**src/rtl/sr_pkg.sv**
```systemverilog
// -----------------------------------------------------------------------------
// sr_pkg
// Shared definitions for the SR flip-flop command driver.
//   - Command op encodings carried on cmd_op and stored in the FIFO.
//   - Driver FSM state type.
// -----------------------------------------------------------------------------
package sr_pkg;

    localparam logic [1:0] OP_HOLD = 2'b00;  // timed delay, s=r=0
    localparam logic [1:0] OP_RST  = 2'b01;  // drive r
    localparam logic [1:0] OP_SET  = 2'b10;  // drive s
    localparam logic [1:0] OP_BAD  = 2'b11;  // never stored, flagged as illegal

    typedef enum logic [1:0] {
        IDLE  = 2'b00,
        DRIVE = 2'b01,
        GAP   = 2'b10
    } state_t;

endpackage

```
**src/rtl/sr_cmd_fifo.sv**
```systemverilog
// -----------------------------------------------------------------------------
// sr_cmd_fifo
// Synchronous command FIFO with an occupancy counter and no bypass path.
// Ports:
//   clk   in   system clock
//   rst   in   synchronous active-high reset (flushes pointers and level)
//   push  in   write din at the tail (ignored while full)
//   pop   in   drop the head entry (ignored while empty)
//   din   in   WIDTH-bit entry to write
//   dout  out  head entry, valid while !empty
//   full  out  level == DEPTH
//   empty out  level == 0
//   level out  current occupancy, $clog2(DEPTH)+1 bits
// -----------------------------------------------------------------------------
module sr_cmd_fifo
    import sr_pkg::*;
#(
    parameter int DEPTH = 4,
    parameter int WIDTH = 6
) (
    input  logic                     clk,
    input  logic                     rst,
    input  logic                     push,
    input  logic                     pop,
    input  logic [WIDTH-1:0]         din,
    output logic [WIDTH-1:0]         dout,
    output logic                     full,
    output logic                     empty,
    output logic [$clog2(DEPTH):0]   level
);

    localparam int AW = $clog2(DEPTH);
    localparam int LW = AW + 1;
    localparam logic [LW-1:0] LVL_FULL = LW'(DEPTH);

    logic [WIDTH-1:0] r_mem [DEPTH];
    logic [AW-1:0]    r_wr_ptr;
    logic [AW-1:0]    r_rd_ptr;
    logic [LW-1:0]    r_level;

    logic             w_push;
    logic             w_pop;

    // Guarded strobes: a push while full or a pop while empty is dropped.
    assign w_push = push && !full;
    assign w_pop  = pop && !empty;

    assign full  = (r_level == LVL_FULL);
    assign empty = (r_level == {LW{1'b0}});
    assign level = r_level;
    assign dout  = r_mem[r_rd_ptr];

    // Storage write; contents need no reset because level gates every read.
    always_ff @(posedge clk) begin
        if (w_push) begin
            r_mem[r_wr_ptr] <= din;
        end
    end

    // Pointer and occupancy bookkeeping; pointers wrap naturally at DEPTH.
    always_ff @(posedge clk) begin
        if (rst) begin
            r_wr_ptr <= {AW{1'b0}};
            r_rd_ptr <= {AW{1'b0}};
            r_level  <= {LW{1'b0}};
        end else begin
            if (w_push) begin
                r_wr_ptr <= r_wr_ptr + AW'(1);
            end
            if (w_pop) begin
                r_rd_ptr <= r_rd_ptr + AW'(1);
            end
            case ({w_push, w_pop})
                2'b10:   r_level <= r_level + LW'(1);
                2'b01:   r_level <= r_level - LW'(1);
                default: r_level <= r_level;
            endcase
        end
    end

endmodule

```
**src/rtl/sr_cmd_driver.sv**
```systemverilog
// -----------------------------------------------------------------------------
// sr_cmd_driver
// Buffers set/reset/hold commands and replays each onto the s/r inputs of a
// clocked SR flop for a programmed number of cycles, with a one-cycle s=r=0
// gap between consecutive commands. s and r come from a single decoded op, so
// both can never be 1 together. Also tracks the flop's expected output.
// Ports:
//   clk         in   system clock
//   rst         in   synchronous active-high reset, overrides everything
//   cmd_valid   in   command offered
//   cmd_ready   out  !full; depends on FIFO state only
//   cmd_op      in   00 hold, 01 reset, 10 set, 11 illegal
//   cmd_len     in   drive duration in cycles, 0 behaves as 1
//   s, r        out  registered flop drives
//   busy        out  FSM not idle or FIFO not empty
//   err_illegal out  sticky, an op of 11 was accepted
//   q_model     out  expected flop q
//   q_known     out  q_model is meaningful (first set/reset has been seen)
//   level       out  FIFO occupancy
// -----------------------------------------------------------------------------
module sr_cmd_driver
    import sr_pkg::*;
#(
    parameter int DEPTH = 4,
    parameter int LEN_W = 4
) (
    input  logic                     clk,
    input  logic                     rst,
    input  logic                     cmd_valid,
    output logic                     cmd_ready,
    input  logic [1:0]               cmd_op,
    input  logic [LEN_W-1:0]         cmd_len,
    output logic                     s,
    output logic                     r,
    output logic                     busy,
    output logic                     err_illegal,
    output logic                     q_model,
    output logic                     q_known,
    output logic [$clog2(DEPTH):0]   level
);

    localparam int FW = 2 + LEN_W;
    localparam int LW = $clog2(DEPTH) + 1;

    state_t           r_state;
    logic [LEN_W-1:0] r_cnt;
    logic             r_s;
    logic             r_r;
    logic             r_err;
    logic             r_q;
    logic             r_qk;

    logic             w_full;
    logic             w_empty;
    logic [LW-1:0]    w_level;
    logic [FW-1:0]    w_dout;
    logic             w_accept;
    logic             w_push;
    logic             w_pop;
    logic [1:0]       w_head_op;
    logic [LEN_W-1:0] w_head_len;
    logic [LEN_W-1:0] w_load_cnt;

    assign cmd_ready = !w_full;
    assign w_accept  = cmd_valid && cmd_ready;
    // Illegal ops complete the handshake but never reach the FIFO.
    assign w_push    = w_accept && (cmd_op != OP_BAD);
    // Next command is taken from IDLE or straight out of the one-cycle GAP.
    assign w_pop     = ((r_state == IDLE) || (r_state == GAP)) && !w_empty;

    assign w_head_op  = w_dout[FW-1:LEN_W];
    assign w_head_len = w_dout[LEN_W-1:0];
    // Counter holds remaining cycles after the first, so len 0 and 1 both give one cycle.
    assign w_load_cnt = (w_head_len == {LEN_W{1'b0}}) ? {LEN_W{1'b0}}
                                                      : (w_head_len - LEN_W'(1));

    sr_cmd_fifo #(
        .DEPTH (DEPTH),
        .WIDTH (FW)
    ) u_fifo (
        .clk   (clk),
        .rst   (rst),
        .push  (w_push),
        .pop   (w_pop),
        .din   ({cmd_op, cmd_len}),
        .dout  (w_dout),
        .full  (w_full),
        .empty (w_empty),
        .level (w_level)
    );

    assign s           = r_s;
    assign r           = r_r;
    assign err_illegal = r_err;
    assign q_model     = r_q;
    assign q_known     = r_qk;
    assign level       = w_level;
    assign busy        = (r_state != IDLE) || (w_level != {LW{1'b0}});

    // Command sequencer, s/r drive, sticky error and flop output tracking.
    always_ff @(posedge clk) begin
        if (rst) begin
            r_state <= IDLE;
            r_cnt   <= {LEN_W{1'b0}};
            r_s     <= 1'b0;
            r_r     <= 1'b0;
            r_err   <= 1'b0;
            r_q     <= 1'b0;
            r_qk    <= 1'b0;
        end else begin
            if (w_accept && (cmd_op == OP_BAD)) begin
                r_err <= 1'b1;
            end

            // The flop samples the s/r currently presented, so follow them one edge later.
            if (r_s) begin
                r_q <= 1'b1;
            end else if (r_r) begin
                r_q <= 1'b0;
            end
            if (r_s || r_r) begin
                r_qk <= 1'b1;
            end

            case (r_state)
                IDLE, GAP: begin
                    if (w_pop) begin
                        r_state <= DRIVE;
                        r_cnt   <= w_load_cnt;
                        r_s     <= (w_head_op == OP_SET);
                        r_r     <= (w_head_op == OP_RST);
                    end else begin
                        r_state <= IDLE;
                        r_s     <= 1'b0;
                        r_r     <= 1'b0;
                    end
                end
                DRIVE: begin
                    if (r_cnt == {LEN_W{1'b0}}) begin
                        r_state <= GAP;
                        r_s     <= 1'b0;
                        r_r     <= 1'b0;
                    end else begin
                        r_cnt   <= r_cnt - LEN_W'(1);
                    end
                end
                default: begin
                    r_state <= IDLE;
                    r_s     <= 1'b0;
                    r_r     <= 1'b0;
                end
            endcase
        end
    end

endmodule

```
**config.mk**
```make
export PLATFORM = sky130hd
export DESIGN_NAME = sr_cmd_driver
export DESIGN_NICKNAME = d
export VERILOG_FILES = /design/src/rtl/sr_pkg.sv /design/src/rtl/sr_cmd_fifo.sv /design/src/rtl/sr_cmd_driver.sv
export SDC_FILE = /design/constraint.sdc
export NUM_CORES = 1
export LEC_CHECK = 0
export CORE_MARGIN = 1
export CORE_UTILIZATION = 35
export DETAILED_ROUTE_END_ITERATION = 12
export SYNTH_ARGS = -nofsm -noshare
export SYNTH_HDL_FRONTEND = slang
export SYNTH_SLANG_ARGS = --single-unit
```
**constraint.sdc**
```tcl
create_clock -name clk -period 5.8 [get_ports clk]
set_input_delay 1.16 -clock clk [delete_from_list [all_inputs] [get_ports clk]]
set_output_delay 1.16 -clock clk [all_outputs]
set_load 0.02 [all_outputs]
```
# Word-level counts from Yosys, hierarchy flattened
# Memory sizes are Yosys's and may differ from the RTL's. A register that Yosys moved wholly into a read port is not among the register bits.
# Cells that the tools add are included.
dict set report totals {
  register_bits 18
  latchBits 0
  mem_bits_rw 24
  rom_bits 0
  wordCells 70
  mem_count 1
}
# memory depth word_bits read_ports rd_ports_with_merged_regs wr line
set memory_table {}
lappend memory_table {u_fifo.r_mem 4 6 1 1 1 sr_cmd_fifo.sv:36} ;# logic [WIDTH-1:0] r_mem [DEPTH];
dict set report op_classes {
  n_addsub 6
  n_mul 0
  div 0
  order_cmp 0
  n_eq_ne 12
  n_shift 0
  muxes 19
  bitwise 0
  n_reduce_logical 22
}
# operator count
set ops {}
lappend ops {{4-bit two-way mux} 3}
lappend ops {{2-bit == test, second input constant} 4}
lappend ops {{4-bit logical NOT} 2}
lappend ops {{1-bit two-way mux} 8}
lappend ops {{4-bit case mux with 2 select lines} 1}
lappend ops {{2-bit nonzero test} 4}
lappend ops {{4-bit by 1-bit subtractor with 4-bit output, second input constant} 2}
lappend ops {{2-bit by 1-bit == test with 1-bit output, second input constant} 3}
lappend ops {{1-bit logical AND} 6}
lappend ops {{2-bit two-way mux} 3}
lappend ops {{2-bit != test, second input constant} 3}
lappend ops {{3-bit case mux with 2 select lines} 1}
lappend ops {{2-bit by 1-bit adder with 2-bit output, second input constant} 2}
lappend ops {{1-bit case mux with 2 select lines} 2}
lappend ops {{2-bit case mux with 2 select lines} 1}
lappend ops {{3-bit by 1-bit adder with 3-bit output, second input constant} 1}
lappend ops {{3-bit == test, second input constant} 1}
lappend ops {{3-bit logical NOT} 1}
lappend ops {{1-bit logical OR} 3}
lappend ops {{3-bit AND reduction} 1}
lappend ops {{3-bit nonzero test} 1}
lappend ops {{3-bit by 1-bit subtractor with 3-bit output, second input constant} 1}
lappend ops {{1-bit logical NOT} 2}
lappend ops {{2-bit logical NOT} 1}
lappend ops {{other kinds (2)} 2}

# Longest topological paths before layout
dict set report logic_depth {
  depth_word 7
  mapped_depth 10
  ltp_nobuf 9
}

# Modules after synthesis
# A second synthesis with hierarchy kept.
dict set report unflattened {
  cells_unflattened 157
  area_unflattened_um2 1979.4
}
# mod n_inst cells_per_inst area_each_um2
set by_module_without_submodules {}
lappend by_module_without_submodules {sr_cmd_fifo 1 85 1336.3}
lappend by_module_without_submodules {sr_cmd_driver 1 72 643.1}

# Least setup slack after synthesis
# OpenSTA, ideal clock, no wires.
dict set report synth_timing {
  path_kind {input port to flip-flop}
  startpoint {input port cmd_op[0]}
  endpoint {register u_fifo.r_level[2] (netlist: u_fifo.level[2])}
  setup_ns 0.070
  arrival_ns 2.711
  t_required_ns 5.730
  path_slack_ns 3.018
  path_stages 10
  path_buffers 1
  cell_sequence {nand2_1 -> and3_1 -> clkbuf_1 -> inv_1 -> ha_1 -> inv_1 -> fa_1 -> xor2_1 -> or3_1 -> a21oi_1}
}
dict set report synth_via {
  elab_chain_len 5
  word_cells_on_any_way 7
}
# item line
set synth_lines {}
lappend synth_lines {{start: declaration} sr_cmd_driver.sv:31} ;# input logic [1:0] cmd_op,
lappend synth_lines {{2-bit != test (*)} sr_cmd_driver.sv:67} ;# assign w_push = w_accept && (cmd_op != OP_BAD);
lappend synth_lines {{1-bit logical AND (*)} sr_cmd_driver.sv:67}
lappend synth_lines {{1-bit logical AND (*)} sr_cmd_fifo.sv:45} ;# assign w_push = push && !full;
lappend synth_lines {{2-bit by 1-bit == test with 1-bit output / 2-bit == test (equally long branches)} sr_cmd_fifo.sv:73} ;# case ({w_push, w_pop})
lappend synth_lines {{3-bit case mux with 2 select lines / 2-bit nonzero test (equally long branches)} --}
lappend synth_lines {{end signal: assignment} sr_cmd_fifo.sv:74} ;# 2'b10: r_level <= r_level + LW'(1);
lappend synth_lines {{end signal: assignment} sr_cmd_fifo.sv:75} ;# 2'b01: r_level <= r_level - LW'(1);
lappend synth_lines {{end signal: assignment} sr_cmd_fifo.sv:76} ;# default: r_level <= r_level;
lappend synth_lines {{end: declaration} sr_cmd_fifo.sv:39} ;# logic [LW-1:0] r_level;
# Every way passes the cells marked *; elsewhere a longest branch is shown, timed or not.
# A chain may end at the register's enable or synchronous reset.

# Final worst setup path
dict set report layout_timing {
  startpoint {input port cmd_op[1]}
  endpoint {register u_fifo.r_level[2] (netlist: u_fifo.level[2])}
}
# Same word-level chain as after synthesis.

==> impl_results.md <==
- Hpwl dp: 2240 um
- Remaining DRCs: 0
- Cell row count: 26
- Ys Warns: 0
- Fill cells: ~480
- Critical path's most frequent cell: inv_1
- Setup Crit Path Kind: primary input to register
- Post-synthesis cell type count: 39
- Fmax: ~320 MHz
- Most common cell after layout, fill and taps aside: edfxtp_1
- Leakage: 0.759 nW
- Cts repair resizes: 0
- Num Clock Sinks: 44
- Crit-path slowest cell: clkdlybuf4s50_1
- Area Overhead vs Synth: 19.4%
- Worst Skew: roughly 0.0095 ns
- Yosys reg bits: 44
- Max_cap viols: 0
- Post-Syn Area: 1850 um2
- Arr. time, crit path: 3.37 ns
- Core region area: a little over 5000 um2
- CP Capture Type: register
- Pwr/cell area: approximately 480 nW/um2
- Final TNS setup: 0 ns
- Clk pin slew, worst setup/hold paths: about 0.09 ns
- Final #Nets: 180
- DR pass1 iterations: 4
- Outcome: complete, no violations
- Fin crit share: 0.544
- Sequential share of the synthesized area: 0.605
- Mapped Cells: 143
- Layout cells sized above 1: 0.0909
- Final worst setup slack: 2.65 ns
- Syn avg cell area: 13.0 um2
- Clk Tree Root Cell: clkbuf_8
- Worst VDD drop: 0.156 mV
- DIE WIDTH: 74.8 um
- Initial antenna violation count: 0
- Clk Latency, worst-skew pair: 0.29 ns
- Starting Density: 0.363
- Commonest cells after routing, fill and taps aside: edfxtp_1 (24), dfxtp_1 (20), clkdlybuf4s50_1 (18)
- CP required: 6.02 ns
- Worst hold path class: register to register
- CP Cell Sequence: clkdlybuf4s50_1, nand2_1, and3_1, inv_1, ha_1, inv_1, fa_1, xor2_1, or3_1, a21oi_1
- Antenna-violating nets left: 0
- Final wirelength: 3150 um
- Vias in the first global route: 1086
- Slew margin rel.: 0.507
- Worst slew pin tran: 0.738 ns
- Final count of hold timing violations: 0
- CTS tree: built
- Via count: 1150
- Fin. max-slew vios: 0
- Initial drt markers: 34
- Drt wl/cell: 13.4 um
- Pwr Total: 1.06 mW
- Vias/cell: between 4 and 5
- RSZ-0062 raised after global routing: no
- Syn nets: 159
- Pre-CTS setup slack: 2.36 ns
- Die ar.: about 5600 um2
- H-tree depth reported by CTS: 2
- Pin count of the biggest net entering global routing: 21
- I/O pins: 19
- First-pass GRT wire length: 5200 um
- Num CTS Buffers: 5
- Max incr delay on CP: 0.59 ns
- CTS Hold Bufs: 0
- Worst setup SP type: primary input
- Clock buffer depth: 2
- ANT cells: 0
- Congestion Overflow GR: 0
- Die Y: 74.8 um
- CP Max Fanout: 7
- # port buffers: 18
- Clock period minus worst slack: 3.15 ns
- Setup bufs post-CTS: 0
- Setup violations, final: 0
- Gpl congestion: just over 0.7
- R2r setup slk: 3.27 ns
- Total track usage: 0.126
-- layout make-up --
type | count | area [um2] | area share
Sequential cell | 44 | 1120 | 0.506
Multi-Input combinational cell | 83 | 666 | 0.301
Timing Repair Buffer | 18 | 180 | 0.0814
Tap cell | 70 | 87.6 | 0.0395
Clock buffer | 5 | 68.8 | 0.0311
Clock inverter | 3 | 46.3 | 0.0209
Inverter | 12 | 45.0 | 0.0203
-- sequential cells by signal (all words and copies together) (netlist names), named ones only --
| register | count |
|---|---|
| u_fifo.r_mem | 24 |
| r_cnt | 4 |
| u_fifo.level | 3 |
| r_state | 2 |
| u_fifo.r_rd_ptr | 2 |
| u_fifo.r_wr_ptr | 2 |
| err_illegal | 1 |
| q_known | 1 |
| q_model | 1 |
| r | 1 |
| s | 1 |
-- routing by layer --
layer	wire length [um]	track usage
met1	1470	0.159
met2	1540	0.209
met3	107	0.0321
met4	35	0.0503
met5	0	0
-- through the flow --
stage               hold slack [ns]   util  std cells  cell area [um2]
floorplan                     0.469      -        143             1850
global placement              0.459  0.411        227             2100
detailed placement            0.469  0.411        227             2100
CTS                           0.497  0.434        235             2210
global route                  0.532  0.434        235             2210
finish                        0.488  0.434        235             2210
-- where the power goes --
group | internal, mW | switching [mW] | total [mW]
Combinational | 0.183 | 0.205 | 0.388
Clock | 0.130 | 0.108 | 0.238
Sequential | 0.385 | 0.0514 | 0.437
-- worst max-delay path: cells and delay by family --
kind / cells / cell delay (ns)
adders and majority gates: 2 / 0.54
and+or+nand+nor: 3 / 0.64
AOI/OAI and AO/OA: 1 / 0.14
xor gates and xnor gates: 1 / 0.15
buffers and inverters: 3 / 0.74
-- cells in the mapped netlist (all sizes together) --
| cell | count | area, um2 |
|---|---|---|
| nand2 | 5 | 18.8 |
| a21oi | 8 | 40.0 |
| mux2i | 1 | 10.0 |
| nor3 | 4 | 20.0 |
| a2bb2oi | 1 | 8.76 |
| a32oi | 1 | 8.76 |
| a211oi | 1 | 7.51 |
| nor4b | 1 | 15.0 |
| o31ai | 1 | 7.51 |
| clkbuf | 3 | 11.3 |
| edfxtp | 24 | 721 |
| o311ai | 1 | 8.76 |
| fa | 1 | 20.0 |
| mux4 | 6 | 146 |
| o21ai | 2 | 10.0 |
| inv | 12 | 45.0 |
| a41oi | 1 | 8.76 |
| dfxtp | 20 | 400 |
| and2 | 5 | 31.3 |
| or4 | 1 | 7.51 |
| nor2 | 14 | 52.6 |
| or3b | 2 | 17.5 |
| o21a | 1 | 7.51 |
| nor3b | 2 | 15.0 |
| nand3 | 1 | 5.00 |
| or3 | 4 | 25.0 |
| xnor2 | 3 | 26.3 |
| buf | 1 | 11.3 |
| or2 | 1 | 6.26 |
| and3 | 1 | 6.26 |
| xor2 | 2 | 17.5 |
| ha | 6 | 75.1 |
| a32o | 1 | 10.0 |
| nand2b | 1 | 6.26 |
| a31oi | 2 | 12.5 |
| nand3b | 1 | 7.51 |
| nor2b | 1 | 6.26 |
-- cell families (layout without fill, tap and decap cells) --
| group | Yosys count | after routing | share of synthesized area |
|---|---|---|---|
| adder cells (fa/ha/maj) | 7 | 7 | 0.0513 |
| buffers and inverters | 16 | 38 | 0.0364 |
| AO/OA/AOI/OAI | 20 | 20 | 0.0702 |
| AND/OR/NAND/NOR | 44 | 44 | 0.130 |
| XOR/XNOR | 5 | 5 | 0.0236 |
| flip-flops | 44 | 44 | 0.605 |
| multiplexers | 7 | 7 | 0.0843 |
-- final timing paths --
| check | from | end | depth (start not counted) |
|---|---|---|---|
| setup / recovery | cmd_op[1] | u_fifo.level[2] | 10 |
| setup reg to reg | u_fifo.level[2] | u_fifo.level[2] | 9 |
| hold reg to reg | err_illegal | err_illegal | 2 |
| hold / removal | err_illegal | err_illegal | 2 |
No activity file was read; power rests on OpenSTA's default activity.
